File: src/rtl/pong_btn_cond.sv
// pong_btn_cond: push-button conditioning for the pong game.
// Each of the two buttons passes through a 2-flop synchroniser and then an
// independent 4-state debounce FSM (ZERO, WAIT1, ONE, WAIT0). The debounced
// level drives btn_db, and a one-cycle btn_tick marks every debounced press.
// btn_any is the OR of both tick bits and is registered in the same cycle.
//
// Optional feature: define BTN_AUTOREPEAT_EN to add auto-repeat. A button
// held in ONE then emits an extra tick after REP_DELAY cycles, followed by
// one every REP_PERIOD cycles. Without the macro no repeat counter exists.
//
// Handshake: none. Inputs are free-running level signals and outputs are
// registered levels/pulses. No valid/ready protocol is involved.
//
// dbg_state exposes both FSM states ({fsm1, fsm0}, 2 bits each:
// 0=ZERO, 1=WAIT1, 2=ONE, 3=WAIT0) so that checkers can bind to them.
module pong_btn_cond #(
    parameter int DB_CYCLES  = 250000,
    parameter int CNT_W      = 18,
    parameter int REP_DELAY  = 12500000,
    parameter int REP_PERIOD = 2500000
) (
    input  logic       clk,
    input  logic       reset,
    input  logic [1:0] btn_raw,
    output logic [1:0] btn_db,
    output logic [1:0] btn_tick,
    output logic       btn_any,
    output logic [3:0] dbg_state
);

    typedef enum logic [1:0] {
        ZERO  = 2'd0,
        WAIT1 = 2'd1,
        ONE   = 2'd2,
        WAIT0 = 2'd3
    } db_state_t;

    // The debounce counter counts DB_CYCLES-1 down to 0. Together with the
    // entry cycle and the 2-flop synchroniser, this yields DB_CYCLES+3 edges
    // from the first sampling edge to the btn_db change.
    localparam logic [CNT_W-1:0] DB_LOAD = CNT_W'(DB_CYCLES - 1);

    // Parameter sanity checks, evaluated at elaboration time only.
    if (CNT_W < 2 || CNT_W > 31) begin : g_bad_cnt_w
        $error("pong_btn_cond: CNT_W out of range");
    end
    if (DB_CYCLES < 2 || DB_CYCLES > (2 ** CNT_W) - 1) begin : g_bad_db_cycles
        $error("pong_btn_cond: DB_CYCLES must be in 2..2^CNT_W-1");
    end
    if (REP_DELAY < 1 || REP_PERIOD < 1) begin : g_bad_rep
        $error("pong_btn_cond: REP_DELAY and REP_PERIOD must be at least 1");
    end

    logic [1:0]       sync_q1;
    logic [1:0]       sync_q2;
    db_state_t        state  [2];
    logic [CNT_W-1:0] db_cnt [2];
    logic [1:0]       tick_next;

`ifdef BTN_AUTOREPEAT_EN
    // The repeat timing can exceed the debounce counter range (the default
    // REP_DELAY needs 24 bits), so the repeat counter is sized on its own.
    localparam int REP_MAX = (REP_DELAY > REP_PERIOD) ? REP_DELAY : REP_PERIOD;
    localparam int REP_W   = $clog2(REP_MAX + 1);
    localparam logic [REP_W-1:0] REP_DELAY_LOAD  = REP_W'(REP_DELAY - 1);
    localparam logic [REP_W-1:0] REP_PERIOD_LOAD = REP_W'(REP_PERIOD - 1);

    logic [REP_W-1:0] rep_cnt [2];
`endif

    // Two-flop synchroniser on both pads; nothing downstream sees btn_raw.
    always_ff @(posedge clk or posedge reset) begin
        if (reset) begin
            sync_q1 <= '0;
            sync_q2 <= '0;
        end else begin
            sync_q1 <= btn_raw;
            sync_q2 <= sync_q1;
        end
    end

    // Per-button debounce FSM. btn_db is set and cleared on the same edges
    // as the ONE/ZERO transitions, so it is a plain flop with no path from
    // btn_raw. The counter only decrements while nonzero, so it never wraps.
    always_ff @(posedge clk or posedge reset) begin
        if (reset) begin
            for (int i = 0; i < 2; i++) begin
                state[i]  <= ZERO;
                db_cnt[i] <= '0;
            end
            btn_db <= '0;
        end else begin
            for (int i = 0; i < 2; i++) begin
                case (state[i])
                    ZERO: begin
                        if (sync_q2[i]) begin
                            state[i]  <= WAIT1;
                            db_cnt[i] <= DB_LOAD;
                        end
                    end
                    WAIT1: begin
                        if (!sync_q2[i]) begin
                            state[i] <= ZERO;
                        end else if (db_cnt[i] == '0) begin
                            state[i]  <= ONE;
                            btn_db[i] <= 1'b1;
                        end else begin
                            db_cnt[i] <= db_cnt[i] - 1'b1;
                        end
                    end
                    ONE: begin
                        if (!sync_q2[i]) begin
                            state[i]  <= WAIT0;
                            db_cnt[i] <= DB_LOAD;
                        end
                    end
                    WAIT0: begin
                        if (sync_q2[i]) begin
                            state[i] <= ONE;
                        end else if (db_cnt[i] == '0) begin
                            state[i]  <= ZERO;
                            btn_db[i] <= 1'b0;
                        end else begin
                            db_cnt[i] <= db_cnt[i] - 1'b1;
                        end
                    end
                    default: begin
                        state[i]  <= ZERO;
                        btn_db[i] <= 1'b0;
                    end
                endcase
            end
        end
    end

`ifdef BTN_AUTOREPEAT_EN
    // Repeat timer: reloaded to REP_DELAY-1 whenever the FSM is not staying
    // in ONE (this includes the ONE->WAIT0->ONE bounce path). While held,
    // it reloads to REP_PERIOD-1 each time it fires.
    always_ff @(posedge clk or posedge reset) begin
        if (reset) begin
            for (int i = 0; i < 2; i++) begin
                rep_cnt[i] <= '0;
            end
        end else begin
            for (int i = 0; i < 2; i++) begin
                if (state[i] != ONE || !sync_q2[i]) begin
                    rep_cnt[i] <= REP_DELAY_LOAD;
                end else if (rep_cnt[i] == '0) begin
                    rep_cnt[i] <= REP_PERIOD_LOAD;
                end else begin
                    rep_cnt[i] <= rep_cnt[i] - 1'b1;
                end
            end
        end
    end
`endif

    // Tick request: the WAIT1->ONE transition, plus repeat expiries when the
    // auto-repeat feature is built in. A release never requests a tick.
    always_comb begin
        tick_next = '0;
        for (int i = 0; i < 2; i++) begin
            if (state[i] == WAIT1 && sync_q2[i] && db_cnt[i] == '0) begin
                tick_next[i] = 1'b1;
            end
`ifdef BTN_AUTOREPEAT_EN
            if (state[i] == ONE && sync_q2[i] && rep_cnt[i] == '0) begin
                tick_next[i] = 1'b1;
            end
`endif
        end
    end

    // Registered pulse outputs; btn_any is aligned with btn_tick.
    always_ff @(posedge clk or posedge reset) begin
        if (reset) begin
            btn_tick <= '0;
            btn_any  <= 1'b0;
        end else begin
            btn_tick <= tick_next;
            btn_any  <= |tick_next;
        end
    end

    assign dbg_state = {state[1], state[0]};

endmodule

File: config.mk
export PLATFORM = sky130hd
export DESIGN_NAME = pong_btn_cond
export DESIGN_NICKNAME = d
export VERILOG_FILES = /design/src/rtl/pong_btn_cond.sv
export SDC_FILE = /design/constraint.sdc
export NUM_CORES = 1
export LEC_CHECK = 0
export CELL_PAD_IN_SITES_DETAIL_PLACEMENT = 0
export CELL_PAD_IN_SITES_GLOBAL_PLACEMENT = 2
export CORE_AREA = 2 2 85 103
export CTS_CLUSTER_DIAMETER = 80
export DETAILED_ROUTE_END_ITERATION = 6
export DIE_AREA = 0 0 87 105
export GPL_TIMING_DRIVEN = 0
export PLACE_DENSITY = 0.73
export REMOVE_ABC_BUFFERS = 1
export SETUP_SLACK_MARGIN = 0.3
export SLEW_MARGIN = 5
export SYNTH_ARGS = -nofsm -noshare
export SYNTH_HDL_FRONTEND = slang
export SYNTH_SLANG_ARGS = --single-unit
File: constraint.sdc
create_clock -name clk -period 2.4 [get_ports clk]
set_input_delay 0.48 -clock clk [delete_from_list [all_inputs] [get_ports clk]]
set_output_delay 0.48 -clock clk [all_outputs]
set_load 0.02 [all_outputs]
==> flow_metrics.py <==
metrics = {
    "status": {
        "outcome": "complete, no violations",
    },
    "cts": {
        "clock_path_buffers": 2,
        "clkTransAtPathRegs_ns": 0.10,
        "cts_tree": "yes",
        "cts_hold_buf": 0,
        "htree_levels": 2,
        "clock-sinks": 49,
        "clock_latency_ns": 0.31,
        "cts_buffers": 5,
        "cts_root_buf": "clkbuf_8",
    },
    "timing": {
        "hold_viol": 0,
        "final_max_slew_viol_count": 0,
        "post-route-min-period_ns": 2.22,
        "skew_ns": 0.00963,
        "setup_violations": 0,
        "relSlewSlack_pct": 39.9,
        "rsz0062_at_grt": "true",
        "max_freq_mhz": 451,
        "finalWorstSetupSlack_ns": 0.182,
        "worst_pin_slew_ns": 0.897,
        "timing.final.crit_share_pct": 92.4,
    },
    "die": {
        "rows": 36,
        "io_pins": 13,
        "fp.dieArea_um2": 9140,
        "die_x_um": 87,
        "coreArea_um2": 8060,
        "initial_core_util_pct": 34.5,
        "fp.dieH_um": 105,
    },
    "detailed_routing": {
        "postRouteAntennaNets": 0,
        "drt-initial-drc-count": 143,
        "drt_pass1_iterations": 4,
        "vias": 2549,
        "via_per_inst": 5.82,
        "wire_per_inst_um": 17.4,
        "drc": 0,
        "drt_wl_total_um": 7630,
    },
    "critical_path": {
        "cp.required_ns": 2.59,
        "critical_path_class": "register to register",
        "crit_fanout": 7,
        "reg2reg_depth": 5,
        "rrSetupSlack_ns": 0.18,
        "reg2reg_from": "db_cnt[8]",
        "rr_endpoint": "db_cnt[1]",
        "crit_path_start_kind": "register",
        "arrival_ns": 2.41,
        "end_kind": "register",
    },
    "power": {
        "p_sw_share_pct": 27.9,
        "peakVddDrop_mv": 0.404,
        "clkPwrFrac_pct": 35.3,
        "combPwrFrac_pct": 17.4,
        "p_per_area_nw_per_um2": 551,
        "p_sw_mw": 0.570,
        "seqPwrFrac_pct": 47.2,
        "p_int_mw": 1.47,
        "p_leak_nw": 1.46,
        "total_power_mw": 2.04,
    },
    "grt": {
        "antenna_found_initial": 0,
        "grtUsageMet3_pct": 2.61,
        "use_met2_pct": 30.2,
        "grt_use_total_pct": 17.6,
        "busiest_layer": "met2",
        "grt_use_met1_pct": 22.2,
        "grt_pass1_vias": 2575,
        "grt_max_degree": 39,
        "grt_pass1_wl_um": 12800,
        "grt_remaining_overflow": 0,
    },
    "yosys": {
        "ys_ff_latch": 49,
        "async_reset_ff_share_pct": 100,
        "seq_area_frac_synth_pct": 44.1,
        "synth_edf_count": 0,
        "syn_area_per_cell_um2": 9.38,
        "synth.distinct_cells": 56,
        "synth_flop_cell": "dfrtp_1",
        "syn_inst": 296,
        "synth_warnings": 0,
        "synth_area_um2": 2780,
    },
    "placed_design": {
        "hpwl_um": 4670,
        "finalWeightedCongestion": 0.741,
        "io_buffers": 12,
        "dpl_worst_slack_ns": -0.142,
        "placed_cell_area_um2": 2990,
    },
    "hold_path": {
        "hold_path_class": "register to register",
        "min_from": "sync_q1[0]",
        "hold_end": "sync_q2[0]",
        "whs_path_depth": 0,
    },
    "layout": {
        "regArea_um2": 1240,
        "n_fill_cell": 789,
        "multi_input_area_um2": 1690,
        "final_nets": 348,
        "fin_area_um2": 3700,
        "syn_to_final_growth_pct": 33.3,
        "mostFrequentLayoutCells": "dfrtp_1 (44), buf_4 (32), nor2_1 (25), nand2_1 (17), nand3_1 (14)",
        "layout_commonest_cell": "dfrtp_1",
        "drive_above_1_share_pct": 32.1,
        "n_antenna_cell": 0,
    },
    "run": {
        "max_cap_viol_count": 0,
    },
}
## cells in the mapped netlist, types with 2 or more instances
cell / count / share of area, %
nand4_1: 2 / 0.45
xor2_1: 2 / 0.63
nor3_1: 8 / 1.4
nor2b_1: 4 / 0.90
clkbuf_1: 12 / 1.6
mux2i_1: 6 / 2.2
nor4_1: 14 / 3.2
or2_2: 6 / 1.4
a311oi_1: 5 / 1.6
ha_1: 2 / 0.90
nor2_1: 26 / 3.5
or4_1: 11 / 3.0
nand3_1: 15 / 2.7
o31ai_1: 5 / 1.4
nand3b_1: 3 / 0.81
or4_4: 4 / 1.6
inv_1: 13 / 1.8
o21ai_0: 13 / 2.3
mux2_4: 3 / 1.6
o311ai_0: 2 / 0.63
a2111oi_0: 2 / 0.63
xnor2_1: 2 / 0.63
o211ai_1: 7 / 1.9
o41ai_1: 2 / 0.63
a31oi_1: 6 / 1.4
o31a_1: 4 / 1.3
a41o_1: 2 / 0.72
nand2b_1: 2 / 0.45
dfrtp_1: 49 / 44
nand2_1: 17 / 2.3
and2_1: 2 / 0.45
nor4_2: 2 / 0.90
a21oi_1: 10 / 1.8
or3_1: 9 / 2.0
and3_1: 3 / 0.68
## how the worst max path moves through the flow
| stage | from | endpoint | slack, ns | cells past startpoint |
|---|---|---|---|---|
| after detailed placement | db_cnt[0] | db_cnt[0] | -0.14 | 7 |
| after global placement | reset | async pin | -0.41 | 2 |
| after floorplan | db_cnt[0] | db_cnt[0] | 0.11 | 7 |
| after global routing | db_cnt[0] | db_cnt[1] | 0.13 | 7 |
| final | db_cnt[8] | db_cnt[1] | 0.18 | 5 |
| after CTS | db_cnt[6] | db_cnt[1] | 0.16 | 5 |
## critical path, cell delays in order, from the launching register on
cell and delay, ns:
dfrtp_1 0.46, or4_4 0.56, or4_4 0.52, o21ai_4 0.19, inv_4 0.07, mux2_4 0.29
## cell families after synthesis
| group | after synthesis | synth area share, % |
|---|---|---|
| AND/OR/NAND/NOR | 133 | 27.3 |
| AO/OA/AOI/OAI | 69 | 17.8 |
| flip-flops | 49 | 44.1 |
| multiplexers | 10 | 4.19 |
| adder cells (fa/ha/maj) | 2 | 0.901 |
| buffers and inverters | 29 | 4.32 |
| XOR/XNOR | 4 | 1.26 |
## per-layer routing
layer / vias up / share of wire, %
li1: 1215 / -
met1: 1284 / 43
met2: 42 / 53
met3: 8 / 2.5
met4: 0 / 1.6
met5: - / 0
## sequential cells by signal, indices dropped and copies added, names as in the netlist, named ones only
name,count
btn_any,1
btn_db,2
dbg_state,2
btn_tick,2
sync_q1,2
db_cnt,36
sync_q2,2
## area by class of cell
class | count | area share (%)
Clock buffer | 5 | 1.86
Multi-Input combinational cell | 219 | 45.8
Inverter | 15 | 1.59
Tap cell | 95 | 3.21
Sequential cell | 49 | 33.4
Timing Repair Buffer | 52 | 12.4
Clock inverter | 3 | 1.76
## metrics by stage
step	TNS [ns]	util, %	instances	hold WS [ns]
floorplan	0	-	282	0.331
global route	0	45.9	438	0.366
finish	0	45.9	438	0.358
global placement	-21.34	36.7	389	0.332
CTS	0	42.9	423	0.362
detailed placement	-0.741	37.1	390	0.337
## power by group through the flow
| stage | Combinational [mW] | Clock (mW) | Sequential [mW] |
|---|---|---|---|
| after floorplan | 0.183 | 0 | 0.961 |
| after global placement | 0.235 | 0 | 0.982 |
| after detailed placement | 0.244 | 0 | 0.983 |
| after CTS | 0.324 | 0.743 | 0.959 |
| after global routing | 0.396 | 0.773 | 0.977 |
| final | 0.356 | 0.722 | 0.964 |
## timing repair
| action | 4_1_cts | 5_1_grt |
|---|---|---|
| pin swaps | 12 | 16 |
| resized for setup | 34 | 30 |
| gates cloned | 1 | 0 |
| buffers inserted | 24 | 15 |
| setup endpoints to repair | 46 | 37 |
No activity file was read; power rests on OpenSTA's default activity.
